===== src/rtl/ddr_pkg.sv =====
// Shared types and timing constants for the DDR init-sequence responder.
// INIT_ORDER_CHECK_EN (used in dram_init_resp) enables strict MRS ordering against MR_SEQ.
package ddr_pkg;

  localparam int unsigned tXPR = 10;
  localparam int unsigned tMRD = 8;
  localparam int unsigned tMOD = 12;
  localparam int unsigned tZQ  = 20;

  function automatic int unsigned max_u(input int unsigned a, input int unsigned b);
    return (a > b) ? a : b;
  endfunction

  localparam int unsigned GAP_MAX = max_u(max_u(tXPR, tMRD), max_u(tMOD, tZQ));
  localparam int unsigned GAP_W   = $clog2(GAP_MAX + 1);

  typedef enum logic [2:0] {
    S_RST, S_XPR, S_MRS, S_MOD, S_ZQ, S_DONE, S_ERR
  } state_e;

  typedef enum logic [1:0] {
    CMD_DES, CMD_MRS, CMD_ZQCL, CMD_OTHER
  } cmd_e;

  typedef enum logic [2:0] {
    ERR_NONE     = 3'd0,
    ERR_XPR      = 3'd1,
    ERR_MRD      = 3'd2,
    ERR_SEQ      = 3'd3,
    ERR_MOD      = 3'd4,
    ERR_ILLEGAL  = 3'd5,
    ERR_CKE_DROP = 3'd6
  } err_e;

  // Required JEDEC MRS order, first entry issued first.
  localparam logic [2:0] MR_SEQ [7] = '{3'd3, 3'd6, 3'd5, 3'd4, 3'd2, 3'd1, 3'd0};

  // CKE low means the command pins are not sampled, which is the same as a deselect.
  function automatic cmd_e decode_cmd(input logic cke, input logic cs_n, input logic act_n,
                                      input logic ras_n, input logic cas_n, input logic we_n,
                                      input logic a10);
    if (!cke || cs_n)                                 return CMD_DES;
    if (act_n && !ras_n && !cas_n && !we_n)           return CMD_MRS;
    if (act_n && ras_n && cas_n && !we_n && a10)      return CMD_ZQCL;
    return CMD_OTHER;
  endfunction

endpackage


===== src/rtl/init_gap_cnt.sv =====
// Cycles-since-last-event counter: clears on request, otherwise counts up and saturates.
module init_gap_cnt
  import ddr_pkg::*;
#(
  parameter int unsigned W = GAP_W
) (
  input  logic         clk_i,
  input  logic         rst_ni,
  input  logic         clr_i,
  output logic [W-1:0] cnt_o
);

  logic [W-1:0] cnt_q, cnt_d;

  always_comb begin
    cnt_d = cnt_q;
    if (clr_i)             cnt_d = '0;
    else if (cnt_q != '1)  cnt_d = cnt_q + 1'b1;
  end

  // NOTE: state registers take non-blocking (<=) assignments so every flop samples pre-edge values.
  always_ff @(posedge clk_i or negedge rst_ni) begin
    if (!rst_ni) cnt_q <= '0;
    else         cnt_q <= cnt_d;
  end

  assign cnt_o = cnt_q;

endmodule


===== src/rtl/dram_init_resp.sv =====
// DDR4 device-side model that checks the controller's power-up init sequence and decodes MRs.
// Define INIT_ORDER_CHECK_EN to require MRS order MR3,MR6,MR5,MR4,MR2,MR1,MR0 with no repeats.
module dram_init_resp
  import ddr_pkg::*;
(
  input  logic        CK_t,
  input  logic        reset_n,
  input  logic        CKE,
  input  logic        CS_n,
  input  logic        ACT_n,
  input  logic        RAS_n,
  input  logic        CAS_n,
  input  logic        WE_n,
  input  logic [2:0]  BG0_BA,
  input  logic [13:0] A,
  output logic        init_done,
  output logic        mr_wr,
  output logic [2:0]  mr_sel,
  output logic [1:0]  bl,
  output logic [3:0]  cl_code,
  output logic [1:0]  al,
  output logic [2:0]  cwl,
  output logic [2:0]  tccd_l,
  output logic        wr_pre,
  output logic        rd_pre,
  output logic        err,
  output logic [2:0]  err_code
);

  localparam logic [GAP_W-1:0] T_XPR_G = GAP_W'(tXPR);
  localparam logic [GAP_W-1:0] T_MRD_G = GAP_W'(tMRD);
  localparam logic [GAP_W-1:0] T_MOD_G = GAP_W'(tMOD);
  localparam logic [GAP_W-1:0] T_ZQ_G  = GAP_W'(tZQ);

  state_e           state_q, state_d;
  cmd_e             cmd;
  logic             cke_q, cke_rise, cke_fall;
  logic [GAP_W-1:0] gap;
  logic [13:0]      mr_q [8];
  logic [6:0]       mr_mask_q, mask_nxt, mr_bit;
  logic             mr_wr_q, init_done_q, err_q;
  logic [2:0]       mr_sel_q;
  err_e             err_code_q, err_code_d;
  logic [6:1]       err_vec;
  logic             mrs_ok, accept, order_bad;

  assign cmd      = decode_cmd(CKE, CS_n, ACT_n, RAS_n, CAS_n, WE_n, A[10]);
  assign cke_rise = CKE & ~cke_q;
  assign cke_fall = ~CKE & cke_q;
  assign mr_bit   = 7'b1 << BG0_BA;  // MR7 shifts out and never counts toward completion
  assign mask_nxt = mr_mask_q | mr_bit;

  init_gap_cnt #(.W(GAP_W)) u_gap (
    .clk_i  (CK_t),
    .rst_ni (reset_n),
    .clr_i  (cke_rise || cmd == CMD_MRS || cmd == CMD_ZQCL),
    .cnt_o  (gap)
  );

`ifdef INIT_ORDER_CHECK_EN
  logic [2:0] seq_idx_q;

  assign order_bad = (seq_idx_q == 3'd7) || (BG0_BA != MR_SEQ[seq_idx_q]);

  always_ff @(posedge CK_t or negedge reset_n) begin
    if (!reset_n)                        seq_idx_q <= '0;
    else if (accept && state_q != S_DONE) seq_idx_q <= seq_idx_q + 3'd1;
  end
`else
  assign order_bad = 1'b0;
`endif

  // NOTE: every variable driven here gets a default first, so no path can infer a latch.
  always_comb begin
    state_d = state_q;
    err_vec = '0;
    mrs_ok  = 1'b0;
    if (state_q != S_DONE && state_q != S_ERR) begin
      if (cke_fall)          err_vec[6] = 1'b1;
      if (cmd == CMD_OTHER)  err_vec[5] = 1'b1;
      unique case (state_q)
        S_RST: begin
          if (CKE)               state_d    = S_XPR;
          if (cmd == CMD_MRS)    err_vec[1] = 1'b1;
          if (cmd == CMD_ZQCL)   err_vec[3] = 1'b1;
        end
        S_XPR: begin
          if (cmd == CMD_MRS) begin
            if (gap < T_XPR_G) err_vec[1] = 1'b1;
            if (order_bad)     err_vec[3] = 1'b1;
            mrs_ok  = 1'b1;
            state_d = S_MRS;
          end
          if (cmd == CMD_ZQCL)   err_vec[3] = 1'b1;
        end
        S_MRS: begin
          if (cmd == CMD_MRS) begin
            if (gap < T_MRD_G) err_vec[2] = 1'b1;
            if (order_bad)     err_vec[3] = 1'b1;
            mrs_ok = 1'b1;
            if (&mask_nxt)     state_d = S_MOD;
          end
          if (cmd == CMD_ZQCL)   err_vec[3] = 1'b1;
        end
        S_MOD: begin
          if (cmd == CMD_MRS) begin
            if (gap < T_MRD_G) err_vec[2] = 1'b1;
            if (order_bad)     err_vec[3] = 1'b1;
            mrs_ok = 1'b1;
          end
          if (cmd == CMD_ZQCL) begin
            if (gap < T_MOD_G) err_vec[4] = 1'b1;
            else               state_d    = S_ZQ;
          end
        end
        S_ZQ: begin
          if (cmd != CMD_DES)     err_vec[5] = 1'b1;
          else if (gap >= T_ZQ_G) state_d    = S_DONE;
        end
        default: ;
      endcase
      if (|err_vec) state_d = S_ERR;
    end

    // Scan high to low so the lowest simultaneous cause wins.
    err_code_d = ERR_NONE;
    for (int i = 6; i >= 1; i--) begin
      if (err_vec[i]) err_code_d = err_e'(3'(i));
    end

    accept = (state_q == S_DONE) ? (cmd == CMD_MRS) : (mrs_ok && !(|err_vec));
  end

  always_ff @(posedge CK_t or negedge reset_n) begin
    if (!reset_n) begin
      state_q     <= S_RST;
      cke_q       <= 1'b0;
      mr_mask_q   <= '0;
      mr_wr_q     <= 1'b0;
      mr_sel_q    <= '0;
      init_done_q <= 1'b0;
      err_q       <= 1'b0;
      err_code_q  <= ERR_NONE;
      // NOTE: the MR array is reset because the decoded outputs read it directly and must come up 0.
      for (int i = 0; i < 8; i++) mr_q[i] <= '0;
    end else begin
      state_q     <= state_d;
      cke_q       <= CKE;
      mr_wr_q     <= accept;
      init_done_q <= (state_d == S_DONE);
      if (accept) begin
        mr_q[BG0_BA] <= A;
        mr_sel_q     <= BG0_BA;
        mr_mask_q    <= mask_nxt;
      end
      if (|err_vec) begin
        err_q      <= 1'b1;
        err_code_q <= err_code_d;
      end
    end
  end

  assign init_done = init_done_q;
  assign mr_wr     = mr_wr_q;
  assign mr_sel    = mr_sel_q;
  assign err       = err_q;
  assign err_code  = err_code_q;

  assign bl      = mr_q[0][1:0];
  assign cl_code = {mr_q[0][6:4], mr_q[0][2]};
  assign al      = mr_q[1][4:3];
  assign cwl     = mr_q[2][5:3];
  assign tccd_l  = mr_q[6][12:10];
  assign wr_pre  = mr_q[4][12];
  assign rd_pre  = mr_q[4][11];

endmodule

===== config.mk =====
export PLATFORM = sky130hd
export DESIGN_NAME = dram_init_resp
export DESIGN_NICKNAME = d
export VERILOG_FILES = /design/src/rtl/ddr_pkg.sv /design/src/rtl/init_gap_cnt.sv /design/src/rtl/dram_init_resp.sv
export SDC_FILE = /design/constraint.sdc
export NUM_CORES = 1
export LEC_CHECK = 0
export CORE_ASPECT_RATIO = 0.7
export CORE_MARGIN = 10
export CORE_UTILIZATION = 53
export CTS_BUF_LIST = sky130_fd_sc_hd__clkbuf_16
export CTS_CLUSTER_DIAMETER = 200
export DETAILED_ROUTE_END_ITERATION = 10
export GPL_TIMING_DRIVEN = 0
export PLACE_DENSITY = 0.85
export SLEW_MARGIN = 25
export SYNTH_ARGS = -nofsm -noshare
export SYNTH_HDL_FRONTEND = slang
export SYNTH_SLANG_ARGS = --single-unit

===== constraint.sdc =====
create_clock -name CK_t -period 6.69 [get_ports CK_t]
set_input_delay 1.338 -clock CK_t [delete_from_list [all_inputs] [get_ports CK_t]]
set_output_delay 1.338 -clock CK_t [all_outputs]
set_load 0.03 [all_outputs]

==> impl_metrics.tcl <==
set metrics [dict create \
    p_clk_share_pct 38.3 \
    whs_path_depth 1 \
    net-switching-power_uw 162 \
    pin_count 50 \
    synth_cells 186 \
    gr-total-overflow 0 \
    cts_sinks 41 \
    period_needed_ns 3.99 \
    p_sw_share_pct 26.7 \
    combinationalPowerShare_pct 15.1 \
    internal-power_uw 444 \
    synth_xor_area_share_pct 1.28 \
    fin_crit_sh_pct 59.7 \
    synthSimpleGateAreaFrac_pct 19.4 \
    clockRootBuffer "clkbuf_16" \
    power_leakage_nw 1.22 \
    layout_common_cells "clkdlybuf4s50_1, dfrtp_1, nor2_1" \
    cts_buffer_depth 2 \
    die_w_um 94.4 \
    cts_buffers 5 \
    power.density_mw_per_mm2 223 \
    nets 265 \
    cts_tree "built" \
    wl_per_cell_um 17.9 \
    crit_fanout 7 \
    pre_cts_ws_ns 2.42 \
    slew_headroom_pct 53.4 \
    hpwl_um 3950 \
    drive_gt1_share_pct 13.0 \
    area_growth_pct 32.2 \
    setup_viol_count_final 0 \
    grt_use_total_pct 16.0 \
    ys_types 52 \
    finalWorstSetupSlack_ns 2.70 \
    synthAdderAreaFrac_pct 1.22 \
    synth_seq_area_share_pct 50.0 \
    maxSlewViolCount 0 \
    layout_commonest_cell "clkdlybuf4s50_1" \
    path_cells "clkdlybuf4s50_1 > and3_1 > o21ai_0 > o21ai_0 > nand3_1 > nor4b_4 > mux2_2" \
    synth_nets 213 \
    crit_top_cell "o21ai_0" \
    synth_top_family_by_area "simple AND/OR/NAND/NOR gates" \
    htree_levels 2 \
    async_reset_ff_share_pct 100 \
    finClkSkew_ns 0.00441 \
    clkTransAtPathRegs_ns 0.06 \
    die_area_mm2 0.00680 \
    grt_pass1_vias 1750 \
    drt_iter0_drc 199 \
    synth-edff-count 0 \
    worstSkewPairLatency_ns 0.28 \
    holdWs_ns 0.458 \
    viasPerCell 5.82 \
    wirelength_um 5180 \
    hold_class "flip-flop to flip-flop" \
    rsz0062_at_grt "no" \
    start_util_pct 56.6 \
    post_cts_resized 0 \
    numPortBuffers 44 \
    syn_area_mm2 0.00205 \
    num_antenna_cells 0 \
    finalSetupTns_ns 0 \
    syn_area_per_cell_um2 11.0 \
    critical_path_class "input port to flip-flop" \
    ys_top_cells_by_area "dfrtp_1, mux2_1, mux2_2" \
    yosysWarnings 0 \
    critPathMaxStageDelay_ns 0.57 \
    antenna_found_initial 0 \
    end_kind "flip-flop" \
    fmax_mhz 250 \
    grt_max_degree 32 \
    worst_pin_slew_ns 0.692 \
    cp.required_ns 6.85 \
    synth_compound_area_share_pct 13.5 \
    peakVddDrop_mv 0.189 \
    post_cts_buffers 0 \
    synth_area_leader_cell "dfrtp_1" \
    fin_util_pct 74.8 \
    crit_path_top_delay_cell "nor4b_4" \
    fp.coreArea_mm2 0.00363 \
    finalHoldViolations 0 \
    via_count 1683 \
    ff2ff_path_depth 6 \
    start_kind "input port" \
    drtPass1Iterations 5 \
    seq_power_share_pct 46.6 \
    gp_congestion 0.896 \
    ant_nets 0 \
    grt_pass1_wl_um 8740 \
    synth.top_cell.area_share_pct 50.0 \
    maxCapViolCount 0 \
    num_rows 18 \
    ys_ff_latch 41 \
    chipHeight_um 72.1 \
    cp.arrival_ns 4.16 \
    synth_ff_type "dfrtp_1" \
    drc 0 \
    status "complete, no violations" \
    ctsHoldBuffers 0 \
    finalPower_uw 605 \
    synth_mux_area_share_pct 11.9 \
]
cell families after synthesis:
| family | count (synthesis) |
|---|---|
| flip-flops | 41 |
| adder cells (fa/ha/maj) | 2 |
| AO/OA/AOI/OAI | 37 |
| AND/OR/NAND/NOR | 67 |
| buffers and inverters | 14 |
| multiplexers | 22 |
| XOR/XNOR | 3 |
path summary, 6_finish.rpt:
| check | start | end | slack [ns] |
|---|---|---|---|
| hold reg to reg | mr_mask_q[2] | mr_mask_q[2] | 0.46 |
| setup / recovery | RAS_n | cl_code[3] | 2.70 |
| hold / removal | mr_mask_q[2] | mr_mask_q[2] | 0.46 |
| setup reg to reg | state_q[2] | cl_code[3] | 3.89 |
| max in group asynchronous | reset_n | mr_sel[2] | 5.32 |
| min in group asynchronous | reset_n | u_gap.cnt_o[4] | 0.93 |
area by class of cell:
class                   count  area (um^2)
plain buffers               5         21.3
clock buffers               5          125
clock inverters             3         17.5
fillers                   246          913
inverters                   9         33.8
multi-input cells         131          971
flip-flops and latches     41         1030
well taps                  50         62.6
repair buffers             45          455
state kept, by name, summed over array words and instances (netlist names), 2 cells and up:
| signal | flops |
|---|---|
| err_code | 3 |
| al | 2 |
| u_gap.cnt_o | 5 |
| bl | 2 |
| cwl | 3 |
| mr_sel | 3 |
| tccd_l | 3 |
| mr_mask_q | 7 |
| state_q | 3 |
| cl_code | 4 |
per-stage QoR:
stage | cell area [um^2] | std cells
3_3_place_gp | 2550 | 280
2_1_floorplan | 2050 | 186
3_5_place_dp | 2570 | 281
6_report | 2710 | 289
4_1_cts | 2710 | 289
5_1_grt | 2710 | 289
power groups by stage:
stage	logic, mW	registers, mW	clock network [mW]
finish	0.0911	0.282	0.232
global route	0.0994	0.285	0.246
CTS	0.0919	0.282	0.235
detailed placement	0.0907	0.286	0
global placement	0.0868	0.284	0
floorplan	0.0330	0.297	0
critical path: cells and delay by family:
kind	cells	cell delay (ns)
compound gates	2	0.69
mux	1	0.40
buf+inv	1	0.50
simple gates	3	1.22
metal layers:
metal  global-route usage [%]  vias to the layer above  wire length, um
met5                        0                        -                0
met1                     19.8                      841             2240
li1                         -                      778                -
met3                     6.68                        9              486
met2                     24.9                       55             2390
met4                     4.87                        0               65
synth_stat cells (2+ instances only):
library cell and n:
buf_2 2, nand4b_1 2, dfrtp_1 41, a21o_1 4, and2_1 2, a31oi_1 3, mux2i_1 3, or2_1 3
clkbuf_1 3, xor2_1 2, nor3_1 3, or3_1 2, mux2_2 7, mux2_1 12, and3_1 2, nor2b_1 4
nand2b_1 4, o21ai_0 6, nand3_1 4, nand2_1 11, inv_1 9, or2_2 3, nor2_1 15, o2111ai_1 3
nor4_1 2, a21oi_1 7, ha_1 2
(Power assumes the default switching activity.)
